### config.mk
export PLATFORM = sky130hd
export DESIGN_NAME = bit_manip_unit
export DESIGN_NICKNAME = d
export VERILOG_FILES = /design/src/rtl/bit_manip_pkg.sv /design/src/rtl/bit_rotl.sv /design/src/rtl/bit_manip_unit.sv
export SDC_FILE = /design/constraint.sdc
export NUM_CORES = 1
export LEC_CHECK = 0
export CAP_MARGIN = 5
export CORE_MARGIN = 3
export CORE_UTILIZATION = 38
export CTS_CLUSTER_DIAMETER = 30
export CTS_CLUSTER_SIZE = 8
export DETAILED_ROUTE_END_ITERATION = 6
export PLACE_DENSITY = 0.81
export SYNTH_ARGS = -nofsm -noshare
export SYNTH_HDL_FRONTEND = slang
export SYNTH_HIERARCHICAL = 1
export SYNTH_SLANG_ARGS = --single-unit
### constraint.sdc
create_clock -name clk -period 0.8 [get_ports clk]
set_clock_uncertainty 0.2 [all_clocks]
set_input_delay 0.08 -clock clk [delete_from_list [all_inputs] [get_ports clk]]
set_output_delay 0.08 -clock clk [all_outputs]
set_load 0.05 [all_outputs]
### src/rtl/bit_manip_pkg.sv
// Shared definitions for the bit-manipulation unit: operation select encodings.
package bit_manip_pkg;

  localparam logic [1:0] OP_ROT    = 2'b00;
  localparam logic [1:0] OP_MASK   = 2'b01;
  localparam logic [1:0] OP_PACK   = 2'b10;
  localparam logic [1:0] OP_UNPACK = 2'b11;

endpackage

### src/rtl/bit_rotl.sv
// Combinational left barrel rotator: M stages, stage k rotates by 2^k when shift_amt[k] is set.
module bit_rotl #(
  parameter int unsigned N = 16,
  parameter int unsigned M = $clog2(N)
) (
  input  logic [N-1:0] data,
  input  logic [M-1:0] shift_amt,
  output logic [N-1:0] result
);

  logic [N-1:0] stage [0:M];

  assign stage[0] = data;

  for (genvar k = 0; k < M; k++) begin : g_stage
    localparam int unsigned Sh = 1 << k;
    assign stage[k+1] = shift_amt[k] ? {stage[k][N-1-Sh:0], stage[k][N-1:N-Sh]} : stage[k];
  end

  assign result = stage[M];

endmodule

### src/rtl/bit_manip_unit.sv
// Single-cycle bit-manipulation datapath (rotate, mask, pack, unpack) with registered outputs.
module bit_manip_unit
  import bit_manip_pkg::*;
#(
  parameter int unsigned N = 16,
  parameter int unsigned M = $clog2(N)
) (
  input  logic         clk,
  input  logic         rst_n,
  input  logic [N-1:0] data,
  input  logic [N-1:0] data2,
  input  logic [1:0]   op_code,
  input  logic [M-1:0] shift_amt,
  input  logic [N-1:0] mask_val,
  output logic [N-1:0] out,
  output logic [N-1:0] out2
);

  localparam int unsigned Half = N / 2;

  logic [N-1:0] rot_res;
  logic [N-1:0] out_d;
  logic [N-1:0] out2_d;

  bit_rotl #(
    .N(N),
    .M(M)
  ) u_rotl (
    .data      (data),
    .shift_amt (shift_amt),
    .result    (rot_res)
  );

  // out2 defaults to zero so it can never carry a stale UNPACK result.
  always_comb begin
    out_d  = '0;
    out2_d = '0;
    unique case (op_code)
      OP_ROT:    out_d = rot_res;
      OP_MASK:   out_d = data & mask_val;
      OP_PACK:   out_d = {data[Half-1:0], data2[Half-1:0]};
      OP_UNPACK: begin
        out_d  = {{Half{1'b0}}, data[N-1:Half]};
        out2_d = {{Half{1'b0}}, data[Half-1:0]};
      end
      default: begin
        out_d  = '0;
        out2_d = '0;
      end
    endcase
  end

  always_ff @(posedge clk or negedge rst_n) begin
    if (!rst_n) begin
      out  <= '0;
      out2 <= '0;
    end else begin
      out  <= out_d;
      out2 <= out2_d;
    end
  end

endmodule

==> results.py <==
metrics = {
    "floorplanning": {
        "pin_count": 88,
        "start_util": 0.408,
        "dieArea_mm2": 0.00618,
        "die_h_um": 78.6,
        "die_w_um": 78.6,
        "core_area_mm2": 0.00491,
        "std_cell_rows": 25,
    },
    "route": {
        "wl_per_cell_um": 26.3,
        "routed_wl_um": 7920,
        "drt_iter0_markers": 260,
        "first_pass_iters": 4,
        "viasPerCell": 6.11,
        "drc": 0,
        "antenna_left": 0,
        "vias": 1839,
    },
    "sta": {
        "rsz0062_at_grt": "true",
        "setup_viol": 40,
        "min_period_ns": 1.89,
        "whs_ns": -0.0652,
        "hold_violations": 27,
        "max_clock_freq_mhz": 528,
        "fin_ws_ns": -1.09,
        "report.final.slew_viol_count": 0,
        "min_period_over_period": 2.37,
    },
    "cts": {
        "cts_sinks": 24,
        "numCtsBuffers": 3,
        "htree_num_levels": 1,
        "clk_path_buf_depth": 2,
        "root_buffer": "clkbuf_8",
        "cts_tree": "built",
        "clk_pin_slew_ns": 0.09,
    },
    "synth": {
        "synth_area_leaders": "dfrtp_1, mux4_2, mux4_1",
        "synth_cells": 128,
        "ys_warn_count": 6,
        "syn-cell-area_mm2": 0.00200,
        "yosysSeqAreaShare": 0.300,
        "synth_top_area_share": 0.300,
        "yosysUniqueCellTypes": 18,
        "avgSynthCellArea_um2": 15.7,
        "synth_top_area_cell": "dfrtp_1",
        "synth_seq_cells": 24,
    },
    "outcome": {
        "violations": "negative hold slack, negative setup slack",
        "status": "finished, violations left",
    },
    "min_path": {
        "hold_path.startpoint": "data[12]",
        "hold_class": "primary input to flop",
    },
    "power": {
        "total_power_mw": 4.78,
        "power_leakage_nw": 1.44,
        "p_sw_frac": 0.348,
        "powerDensity_mw_per_mm2": 1380,
        "pwr-share-comb": 0.518,
        "internal_power_mw": 3.12,
        "ir_drop_uv": 644,
        "p_switching_mw": 1.66,
        "pwr-share-seq": 0.301,
        "pwr-share-clk": 0.180,
    },
    "grt": {
        "grt_usage": 0.269,
        "grt_pass1_wl_um": 12200,
        "grt_max_degree": 25,
        "antenna_found_initial": 0,
        "gr-total-overflow": 0,
        "grt_pass1_vias": 1998,
    },
    "setup_path": {
        "crit_type": "primary input to flop",
        "cp_max_fo": 6,
        "arrival_ns": 1.83,
        "cp-end-kind": "flop",
        "critPathLaunch": "shift_amt[1]",
        "start_kind": "primary input",
        "cp.required_ns": 0.74,
    },
    "place": {
        "io_buffers": 71,
        "gp_congestion": 0.848,
        "dp_hpwl_um": 5250,
    },
    "cells_and_area": {
        "area_delta_synth_final_pct": 73.0,
        "nNetsFinal": 291,
        "drive_gt1_frac": 0.684,
        "diodes": 0,
        "post-route-util": 0.706,
    },
    "run": {
        "maxCapViolCount": 0,
    },
}
==> cells in the final DEF (no fill, tap or decap) <==
cell type,netlist,layout
and2_1,8,8
and3_1,8,6
and3_4,0,2
buf_12,1,31
buf_16,0,3
buf_2,5,8
buf_4,9,28
buf_6,2,6
buf_8,1,4
bufbuf_16,0,1
clkbuf_2,0,1
clkbuf_8,0,4
clkdlybuf4s15_2,0,8
clkdlybuf4s50_1,0,27
conb_1,1,8
dfrtp_1,24,2
dfrtp_2,0,22
mux2i_1,8,7
mux2i_2,0,1
mux4_2,23,40
nand2_1,7,7
nand2b_1,1,1
nand4b_1,1,1
o21ai_1,0,1
o22ai_1,7,6
o22ai_2,0,1
==> cell type report <==
class	count	area [µm²]
Clock buffer	4	55.1
Multi-Input combinational cell	89	1220
Tap cell	67	83.8
Sequential cell	24	628
Fill cell	276	1440
Timing Repair Buffer	117	1480
==> cell families after synthesis <==
group | synth area share
simple gates | 0.0705
compound gates | 0.0243
flops | 0.300
buf+inv | 0.0824
other cells | 0.00187
mux | 0.521
==> power groups by stage <==
stage | registers [mW] | logic [mW] | clock network [mW]
2_1_floorplan | 1.79 | 0.841 | 0
3_3_place_gp | 1.45 | 2.21 | 0
3_5_place_dp | 1.46 | 2.27 | 0
4_1_cts | 1.44 | 2.40 | 0.836
5_1_grt | 1.45 | 2.55 | 0.901
6_report | 1.44 | 2.48 | 0.863
==> final timing paths <==
check	endpoint	slack, ns	depth (start not counted)
hold / removal	out[12]	-0.07	3
max in group asynchronous	out2[6]	0.27	2
min in group asynchronous	out[15]	-0.05	2
setup / recovery	out[4]	-1.09	5
==> sequential cells by signal, indices dropped and copies added, names as in the netlist <==
name,count
out,16
out2,8
==> metal layers <==
layer	track usage	routed length, µm	up-vias
li1	-	-	726
met3	0.0642	826	36
met5	0	0	-
met4	0.121	343	0
met2	0.479	4050	165
met1	0.303	2700	912
==> worst max-delay path, stage by stage <==
cell,delay [ns]
buf_8,0.09
buf_12,0.12
mux4_2,0.56
mux4_2,0.50
mux4_2,0.48
==> repair_timing <==
action	CTS	global route
setup buffers	7	1
pin swaps	2	2
cloned	4	0
gates resized for setup	93	10
endpoints found under the setup margin	48	45
endpoints found under the hold margin	26	26
==> cell usage after synthesis (all sizes together) <==
cell type	number
conb	1
nand4b	1
nand2	7
mux2i	8
buf	18
and3	8
clkbuf	4
mux4	40
o21ai	1
o22ai	7
nand2b	1
dfrtp	24
and2	8
==> metrics by stage <==
step / worst slack [ns] / hold slack [ns] / TNS (ns) / instance area, µm² / std cells
global route: -1.10 / -0.0509 / -25.03 / 3470 / 301
floorplan: -1.24 / -0.416 / -17.88 / 2090 / 135
finish: -1.09 / -0.0652 / -24.38 / 3470 / 301
global placement: -1.83 / 0.244 / -32.77 / 3240 / 286
detailed placement: -1.89 / 0.260 / -34.20 / 3240 / 286
CTS: -1.06 / -0.0714 / -24.09 / 3450 / 301
Note: power is estimated with default switching activity, not from simulation.
